## config.mk

```make
export PLATFORM = sky130hd
export DESIGN_NAME = spi_flash_reader_flat
export DESIGN_NICKNAME = d
export VERILOG_FILES = /design/src/rtl/spi_flash_reader_if.sv /design/src/rtl/spi_flash_reader.sv /design/src/flat_wrapper.sv
export SDC_FILE = /design/constraint.sdc
export NUM_CORES = 1
export LEC_CHECK = 0
export ABC_AREA = 1
export CAP_MARGIN = 5
export CORE_MARGIN = 10
export CORE_UTILIZATION = 30
export CTS_BUF_LIST = sky130_fd_sc_hd__clkbuf_4 sky130_fd_sc_hd__clkbuf_8
export DETAILED_ROUTE_END_ITERATION = 6
export GPL_TIMING_DRIVEN = 0
export SYNTH_ARGS = -nofsm -noshare
export SYNTH_HDL_FRONTEND = slang
export SYNTH_SLANG_ARGS = --single-unit
```

## constraint.sdc

```tcl
create_clock -name i_clk -period 2.7 [get_ports i_clk]
set_input_delay 0.675 -clock i_clk [delete_from_list [all_inputs] [get_ports i_clk]]
set_output_delay 0.675 -clock i_clk [all_outputs]
set_load 0.005 [all_outputs]
```

## src/rtl/spi_flash_reader_if.sv

```systemverilog
// spi_flash_reader_if
//   Register bus between spi_flash_reader (master) and spi_master (slave).
//   o_spi_en    1-cycle access strobe
//   o_spi_wr    1 = write, 0 = read
//   o_spi_addr  0 STATUS, 1 DATA_OUT, 2 DATA_IN, 3 CTRL
//   o_spi_data  write data
//   i_spi_data  read data, valid the cycle after a read strobe
interface spi_flash_reader_if;
  logic       o_spi_en;
  logic       o_spi_wr;
  logic [3:0] o_spi_addr;
  logic [7:0] o_spi_data;
  logic [7:0] i_spi_data;

  modport master (output o_spi_en, o_spi_wr, o_spi_addr, o_spi_data,
                  input  i_spi_data);
  modport slave  (input  o_spi_en, o_spi_wr, o_spi_addr, o_spi_data,
                  output i_spi_data);
endinterface

```

## src/rtl/spi_flash_reader.sv

```systemverilog
// spi_flash_reader
//   Runs a SPI-flash READ (0x03) through spi_master's register bus: selects
//   the device, sends opcode + 24-bit address, clocks in i_len bytes with
//   dummy writes and streams them out on a valid/ready port.
// Ports
//   i_clk, i_rst          clock, asynchronous active-high reset
//   i_start, i_faddr,     request (sampled in IDLE only)
//   i_len
//   o_busy, o_done, o_err status; o_err qualifies o_done (poll timeout)
//   o_rd_data, o_rd_valid, i_rd_ready  received byte stream
//   bus                   register bus to spi_master (master modport)
module spi_flash_reader #(
  parameter int         LEN_W    = 16,
  parameter logic [4:0] CLK_DIV  = 5'd3,
  parameter logic [1:0] SPI_MODE = 2'd0,
  parameter int         POLL_MAX = 1023
) (
  input  logic             i_clk,
  input  logic             i_rst,
  input  logic             i_start,
  input  logic [23:0]      i_faddr,
  input  logic [LEN_W-1:0] i_len,
  output logic             o_busy,
  output logic             o_done,
  output logic             o_err,
  output logic [7:0]       o_rd_data,
  output logic             o_rd_valid,
  input  logic             i_rd_ready,
  spi_flash_reader_if.master bus
);

  localparam int PW = $clog2(POLL_MAX + 1);

  localparam logic [3:0] A_STATUS = 4'd0;
  localparam logic [3:0] A_DOUT   = 4'd1;
  localparam logic [3:0] A_DIN    = 4'd2;
  localparam logic [3:0] A_CTRL   = 4'd3;

  localparam logic [7:0] CTRL_SEL   = {CLK_DIV, 1'b1, SPI_MODE};
  localparam logic [7:0] CTRL_DESEL = {CLK_DIV, 1'b0, SPI_MODE};

  typedef enum logic [3:0] {
    S_IDLE, S_SEL, S_TX_WR, S_TX_GAP, S_POLL_RD, S_POLL_CHK,
    S_RX_RD, S_RX_CHK, S_OUT, S_DESEL, S_DONE
  } state_t;

  state_t           r_state, w_next;
  logic [23:0]      r_addr;
  logic [LEN_W-1:0] r_rem;
  logic [2:0]       r_idx;    // 0..3 header byte, 4 = data phase (dummy writes)
  logic [PW-1:0]    r_poll;   // STATUS reads already done for this byte, minus the current one
  logic [7:0]       r_data;
  logic             r_err;

  logic       w_en, w_wr;
  logic [3:0] w_addr;
  logic [7:0] w_wdata, w_tx;
  logic       w_spi_busy, w_timeout;

  assign w_spi_busy = bus.i_spi_data[0];
  assign w_timeout  = (r_poll == PW'(POLL_MAX - 1));

  always_comb begin
    case (r_idx)
      3'd0:    w_tx = 8'h03;
      3'd1:    w_tx = r_addr[23:16];
      3'd2:    w_tx = r_addr[15:8];
      3'd3:    w_tx = r_addr[7:0];
      default: w_tx = 8'h00;
    endcase
  end

  always_ff @(posedge i_clk or posedge i_rst) begin
    if (i_rst) r_state <= S_IDLE;
    else       r_state <= w_next;
  end

  always_comb begin
    w_next  = r_state;
    w_en    = 1'b0;
    w_wr    = 1'b0;
    w_addr  = 4'd0;
    w_wdata = 8'd0;
    case (r_state)
      S_IDLE:
        if (i_start) w_next = (i_len == '0) ? S_DONE : S_SEL;
      S_SEL: begin
        w_en = 1'b1; w_wr = 1'b1; w_addr = A_CTRL; w_wdata = CTRL_SEL;
        w_next = S_TX_WR;
      end
      S_TX_WR: begin
        w_en = 1'b1; w_wr = 1'b1; w_addr = A_DOUT; w_wdata = w_tx;
        w_next = S_TX_GAP;
      end
      // one idle cycle so spi_master's busy flag is up before the first poll
      S_TX_GAP: w_next = S_POLL_RD;
      S_POLL_RD: begin
        w_en = 1'b1; w_addr = A_STATUS;
        w_next = S_POLL_CHK;
      end
      S_POLL_CHK:
        if (w_spi_busy)    w_next = w_timeout ? S_DESEL : S_POLL_RD;
        else if (r_idx[2]) w_next = S_RX_RD;
        else               w_next = S_TX_WR;
      S_RX_RD: begin
        w_en = 1'b1; w_addr = A_DIN;
        w_next = S_RX_CHK;
      end
      S_RX_CHK: w_next = S_OUT;
      S_OUT:
        if (i_rd_ready) w_next = (r_rem <= LEN_W'(1)) ? S_DESEL : S_TX_WR;
      S_DESEL: begin
        w_en = 1'b1; w_wr = 1'b1; w_addr = A_CTRL; w_wdata = CTRL_DESEL;
        w_next = S_DONE;
      end
      S_DONE:  w_next = S_IDLE;
      default: w_next = S_IDLE;
    endcase
  end

  always_ff @(posedge i_clk or posedge i_rst) begin
    if (i_rst) begin
      r_addr <= '0;
      r_rem  <= '0;
      r_idx  <= '0;
      r_poll <= '0;
      r_data <= '0;
      r_err  <= 1'b0;
    end else begin
      case (r_state)
        S_IDLE:
          if (i_start) begin
            r_addr <= i_faddr;
            r_rem  <= i_len;
            r_idx  <= '0;
            r_err  <= 1'b0;
          end
        S_TX_WR: r_poll <= '0;
        S_POLL_CHK:
          if (w_spi_busy) begin
            if (w_timeout) r_err  <= 1'b1;
            else           r_poll <= r_poll + 1'b1;
          end else if (!r_idx[2]) begin
            r_idx <= r_idx + 1'b1;   // header byte done; 3 -> 4 enters data phase
          end
        S_RX_CHK: r_data <= bus.i_spi_data;
        S_OUT:
          if (i_rd_ready && r_rem != '0) r_rem <= r_rem - 1'b1;
        default: ;
      endcase
    end
  end

  assign bus.o_spi_en   = w_en;
  assign bus.o_spi_wr   = w_wr;
  assign bus.o_spi_addr = w_addr;
  assign bus.o_spi_data = w_wdata;

  assign o_busy     = (r_state != S_IDLE) && (r_state != S_DONE);
  assign o_done     = (r_state == S_DONE);
  assign o_err      = r_err;
  assign o_rd_valid = (r_state == S_OUT);
  assign o_rd_data  = r_data;

endmodule
```

## src/flat_wrapper.sv

```systemverilog
// flat-port wrapper written by rule: the top's interface ports become plain ports
module spi_flash_reader_flat 
#(
  parameter int         LEN_W    = 16,
  parameter logic [4:0] CLK_DIV  = 5'd3,
  parameter logic [1:0] SPI_MODE = 2'd0,
  parameter int         POLL_MAX = 1023
)
  (i_clk, i_rst, i_start, i_faddr, i_len, o_busy, o_done, o_err, o_rd_data, o_rd_valid, i_rd_ready, bus_o_spi_en, bus_o_spi_wr, bus_o_spi_addr, bus_o_spi_data, bus_i_spi_data);
  spi_flash_reader_if bus_i ();
  input  logic i_clk;
  input  logic i_rst;
  input  logic i_start;
  input  logic [23:0] i_faddr;
  input  logic [LEN_W-1:0] i_len;
  output logic o_busy;
  output logic o_done;
  output logic o_err;
  output logic [7:0] o_rd_data;
  output logic o_rd_valid;
  input  logic i_rd_ready;
  output wire logic [$bits(bus_i.o_spi_en)-1:0] bus_o_spi_en;
  output wire logic [$bits(bus_i.o_spi_wr)-1:0] bus_o_spi_wr;
  output wire logic [$bits(bus_i.o_spi_addr)-1:0] bus_o_spi_addr;
  output wire logic [$bits(bus_i.o_spi_data)-1:0] bus_o_spi_data;
  input wire logic [$bits(bus_i.i_spi_data)-1:0] bus_i_spi_data;
  assign bus_o_spi_en = bus_i.o_spi_en;
  assign bus_o_spi_wr = bus_i.o_spi_wr;
  assign bus_o_spi_addr = bus_i.o_spi_addr;
  assign bus_o_spi_data = bus_i.o_spi_data;
  assign bus_i.i_spi_data = bus_i_spi_data;
  spi_flash_reader #(.LEN_W(LEN_W), .CLK_DIV(CLK_DIV), .SPI_MODE(SPI_MODE), .POLL_MAX(POLL_MAX)) u_core (.i_clk(i_clk), .i_rst(i_rst), .i_start(i_start), .i_faddr(i_faddr), .i_len(i_len), .o_busy(o_busy), .o_done(o_done), .o_err(o_err), .o_rd_data(o_rd_data), .o_rd_valid(o_rd_valid), .i_rd_ready(i_rd_ready), .bus(bus_i));
endmodule
```

* Word level (Yosys, flattened, before mapping)
Index checks and enable logic that the tools add are counted.
** Storage, ports and cells
- Register bits :: 66
- Output and inout port bits :: 26
- Logic and storage cells :: 82
- Input bits :: 52
** Cells by class
- Equality and inequality tests :: 23
- Reduce and logical (&&, ||, !) cells :: 20
- Multiplexer cells :: 27
- $add $sub $neg :: 3
- $lt $le $gt $ge :: 1
** Operator list (number)
- $pmux 4 s10 :: 1
- $mux 16 :: 2
- $pmux 16 s2 :: 1
- $pmux 8 s4 :: 1
- $mux 4 :: 6
- $pmux 8 s3 :: 1
- $mux 10 :: 2
- $pmux 10 s2 :: 1
- $eq 4x3->1 const B :: 4
- $le 16x1->1 const B :: 1
- $logic_not 16->1 :: 1
- $reduce_bool 16->1 :: 1
- $sub 16x1->16 const B :: 1
- $eq 4x4->1 const B :: 3
- $mux 3 :: 4
- $add 10x1->10 const B :: 1
- $eq 10x10->1 const B :: 1
- $ne 2x2->1 const B :: 5
- $reduce_and 3->1 :: 3
- $eq 4x2->1 const B :: 2
- $reduce_and 4->1 :: 2
- $eq 3x2->1 const B :: 2
- $ne 2x1->1 const B :: 3
- $pmux 2 s3 :: 1
- other kinds (16) :: 24

* Depth between registers and ports, before layout
- Depth in word-level cells :: 4
- Depth in mapped cells :: 10

* Least setup slack after synthesis
No wires, ideal clock.
- Path kind :: flip-flop to output port
- From :: reg u_core.r_idx[0]
- To :: out bus_o_spi_data[4]
- Required time :: 2025 ps
- Path buffers :: 0
- Path slack :: 873 ps
- Stages on the path, launching flop included :: 9
- Arrival :: 1152 ps
- Path through :: dfrtp_1 -> inv_1 -> ha_1 -> nand2_1 -> inv_1 -> nand2_1 -> o21ai_0 -> a21oi_1 -> o21ai_0
** On the way
- Word-level cells in the longest chain between the ends :: 3
- Elaborated cells on any way between the ends :: 6
- Classes of those cells :: eq/ne (3); mux (2); reduce/logical (1)
** Ends and longest elaborated chain
- start: declaration :: line spi_flash_reader.sv:50 : logic [2:0] r_idx;
- start signal: assignment :: line spi_flash_reader.sv:144 : r_idx <= r_idx + 1'b1;
- $eq 3x2->1, or another cell as far along :: line spi_flash_reader.sv:64 : case (r_idx)
- $pmux 8 s4 (*) :: line spi_flash_reader.sv:64
- $pmux 8 s3 (*) :: line spi_flash_reader.sv:84 : case (r_state)
- end: declaration :: line flat_wrapper.sv:25 : output wire logic [$bits(bus_i.o_spi_data)-1:0] bus_o_spi_data;
Mark *: on every way between the ends. The rest lies on a longest branch, timed or not.

* Final worst setup path
- From :: reg u_core.r_idx[0]
- To :: out bus_o_spi_data[1]
Same word-level chain as after synthesis.

==> impl.org <==
** CTS
- TritonCTS clock tree :: done
- # clock sinks :: 66
- Root buf cell :: sky130_fd_sc_hd__clkbuf_8
- CTS H-tree depth :: 3
- Maximum clock path buffer count :: 2
- Clock-pin slew was measured on the worst setup and hold paths at 0.08 ns.
- Total CTS buffers :: 9
- Hold buffers post-CTS :: 0
- For the worst-skew pair, the clock arrives at the later sink with an insertion delay of 0.36 ns.

** Synth
- Main combinational cell family by area after synthesis :: simple AND/OR/NAND/NOR gates
- Cell Area, Synth :: 0.00401 mm^2
- Share of the synthesized area in compound gates (AO/OA/AOI/OAI) :: 0.0953
- Post-synthesis mux area share :: 0.0197
- In the synthesized netlist the async set-or-reset flop fraction comes to 1.00.
- Flops & latches, synth :: 66
- Simple-gate share of the synthesized area :: 0.350
- Synthesis warning total :: 0
- Post-synth EDFFs :: 0
- Xor-xnor portion of the synthesized cell area :: 0.00656
- Yosys mapped the design onto 38 distinct sky130hd cell types.
- Number of cells produced by synthesis :: ~540
- Most used flip-flop cell after synthesis :: sky130_fd_sc_hd__dfrtp_1
- Proportion of synthesized chip area in sequential cells :: 0.412
- Syn_area_per_cell :: between 7 and 8 um^2
- Of the total synthesized cell area, the portion taken by full adders, half adders and majority gates is 0.0281.

** Placed design
- At the placement stage, the worst setup path has a slack of 0.0946 ns.
- DP HPWL :: 8450 um
- Port Buffers :: 75
- At the end of routability-driven placement, the weighted congestion stood at slightly below 0.9.
- Cell Count Post-Placement :: 793

** Cells and area
- Footprint of the flip-flops and latches :: 0.00165 mm^2
- Counting the fill cells in the layout gives between 1k and 1.5k.
- In the final layout, the multi-input gates occupy 0.00208 mm^2.
- 0 antenna diodes ended up in the layout.
- Layout-stage area growth over the synthesis result :: 33.2%
- The final layout contains 694 nets.
- Ratio of cells with drive above 1 in the final layout :: 0.165
- Final std cells w/o fill :: 814

** Route
- Wire segments on met3 add up to roughly 690 um in the final route.
- Wire length per cell :: approximately 14 um
- The highest metal layer carrying signal wires in the routed design is met4.
- Detailed-route wire length :: 11400 um
- Via/cell ratio :: 4.63
- DR WL met2 :: 5430 um
- In the routed design, unresolved DRC markers number 0.
- The count of nets left with antenna violations once routing finished came out at 0.
- The pre-antenna-repair detailed-routing pass consisted of 4 iterations.
- After detailed routing, the wire length on met1 is 5080 um.
- Iteration-0 DRC Markers :: 237
- Across all layers, the routed design uses between 3k and 4k vias.

** STA
- Final worst setup slack :: -0.00681 ns
- Relative slew slack :: 0.429
- Worst Clk Skew :: 0.0102 ns
- Final Cycle Share :: 1.00
- Final hold viol count :: 0
- Setup repair after global routing could not meet its margin everywhere.
- Fmax :: 369 MHz
- The count of final max-slew check failures came to 0.
- Tightest Pin Transition :: 0.857 ns
- After layout, the minimum clock period comes to 2.71 ns.
- Final number of setup-violating endpoints :: 1

** Critical path
- The worst setup path is launched from a flip-flop.
- The startpoint identified for the worst register-to-register timing path is u_core.r_rem[0].
- Critical Path AT :: between 2 and 2.5 ns
- In this run the worst setup path begins at u_core.r_idx[0].
- Max FO, Critical Path :: 5
- The worst setup path is captured at an output pin.
- The setup path with the least slack is of type reg2out.
- Data required time at the worst endpoint :: 2.03 ns

** Floorplan
- The die covers 0.0184 mm^2.
- The die is 136 um tall.
- The initial utilization of the core area, before any placement, comes to 0.305.
- I/O Pins :: just under 80
- Area inside the core boundary :: 0.0131 mm^2
- Number of placement rows :: 42
- Die Wd :: between 100 and 150 um

** GRT
- The initial antenna violation count is 0.
- Total congestion overflow :: 0
- In the global route stage, overall resource usage came out at 0.126.
- Pin count of the biggest net entering global routing :: 67
- The number of global-route vias before repair came to 3878.
- Wire length of the first global-routing pass :: 18900 um

** Power
- Leakage power :: 2.54 nW
- Power density normalized to cell area :: 951 mW/mm^2
- IR analysis of the VDD net gives a maximum drop of 0.533 mV.

** Flow run
- Max-cap violation count :: 0

** Status
- The final reports fail on setup timing.
- The run finished, with violations left.

** Worst hold path
- The worst hold path begins at u_core.r_addr[13].
- The tightest min-delay check is of the reg2reg type.
power by group:
| group | total, mW | leakage (nW) | switching, mW | internal [mW] |
|---|---|---|---|---|
| Combinational | 2.43 | 1.61 | 1.39 | 1.04 |
| Sequential | 1.69 | 0.830 | 0.298 | 1.39 |
| Clock | 0.960 | 0.106 | 0.435 | 0.526 |
| Total | 5.08 | 2.54 | 2.12 | 2.96 |
per-stage QoR:
stage / power, mW / hold WS, ns / instance area [um^2] / utilization / setup TNS, ns
after detailed placement: 4.03 / 0.468 / 4980 / 0.379 / 0
after floorplan: 3.13 / 0.449 / 4010 / - / 0
after global routing: 5.52 / 0.521 / 5340 / 0.406 / -0.138
after global placement: 3.98 / 0.464 / 4980 / 0.379 / -61.07
final: 5.08 / 0.486 / 5340 / 0.406 / -0.00681
after CTS: 5.06 / 0.490 / 5260 / 0.400 / -0.249
cells by family after synthesis:
kind of cell / count (synthesis)
simple gates: 313
fa+ha+maj: 9
compound gates: 65
other cells: 1
mux: 7
flops: 66
xor+xnor: 3
buf+inv: 77
cells in the mapped netlist, types with 7 or more instances:
library cell | instances | share of area
sky130_fd_sc_hd__nand2_1 | 179 | 0.17
sky130_fd_sc_hd__dfrtp_1 | 66 | 0.41
sky130_fd_sc_hd__inv_1 | 57 | 0.053
sky130_fd_sc_hd__nor2_1 | 54 | 0.051
sky130_fd_sc_hd__nand3_1 | 35 | 0.044
sky130_fd_sc_hd__o21ai_0 | 30 | 0.037
sky130_fd_sc_hd__o21ai_1 | 10 | 0.012
sky130_fd_sc_hd__ha_1 | 9 | 0.028
sky130_fd_sc_hd__nand4_1 | 9 | 0.014
sky130_fd_sc_hd__mux2_2 | 7 | 0.020
sky130_fd_sc_hd__or2_2 | 7 | 0.011
critical path: stages (launching register included):
cell                              delay (ns)
sky130_fd_sc_hd__dfrtp_1                0.42
sky130_fd_sc_hd__ha_2                   0.21
sky130_fd_sc_hd__nand2_2                0.14
sky130_fd_sc_hd__inv_2                  0.09
sky130_fd_sc_hd__a221oi_2               0.28
sky130_fd_sc_hd__nor2_1                 0.08
sky130_fd_sc_hd__clkdlybuf4s50_1        0.46
final timing paths:
kind	slack [ns]	to	depth (start not counted)
worst max register to register	0.99	u_core.r_rem[6]	9
min in group asynchronous	0.84	u_core.r_rem[4]	2
worst min register to register	0.49	u_core.r_addr[13]	2
max in group asynchronous	1.24	u_core.r_state[1]	2
worst min-delay path	0.49	u_core.r_addr[13]	2
worst max-delay path	-0.007	bus_o_spi_data[1]	6
final cells by class:
cell class / count / share of cell area
Tap cell: 176 / 0.0413
Clock buffer: 9 / 0.0232
Clock inverter: 7 / 0.0190
Timing Repair Buffer: 80 / 0.148
Inverter: 63 / 0.0455
Buffer: 14 / 0.0230
Sequential cell: 66 / 0.310
Multi-Input combinational cell: 399 / 0.390
routing by layer:
metal  track usage  up-vias
met1         0.151     1756
met3        0.0445       11
li1              -     1916
met4        0.0299        0
met5             0        -
met2         0.210       82
layout by cell type, fill, tap and decap left out, drive strengths merged, types with 3 or more instances in the layout:
cell type      instances
o221ai                 3
clkinv                 3
nand4                  9
or2                    7
a21oi                  6
nor3                   5
nand2                187
clkbuf                11
clkdlybuf4s50         68
dlygate4sd2            4
dlymetal6s2s           3
inv                   63
dfrtp                 66
nand3b                 4
nor2                  59
mux2                   7
o21ai                 46
ha                     9
buf                   17
nand3                 42
o22ai                  3
state kept, by name, summed over array words and instances (netlist names):
register / flops
u_core.o_err: 1
u_core.o_rd_data: 8
u_core.r_addr: 24
u_core.r_idx: 3
u_core.r_poll: 10
u_core.r_rem: 16
u_core.r_state: 4
repair_timing:
item | 4_1_cts | 5_1_grt
endpoints found under the setup margin | 12 | 10
pin swaps | 0 | 1
setup buffers | 2 | 3
resized for setup | 21 | 21
Power figures use the tool's default switching activity.
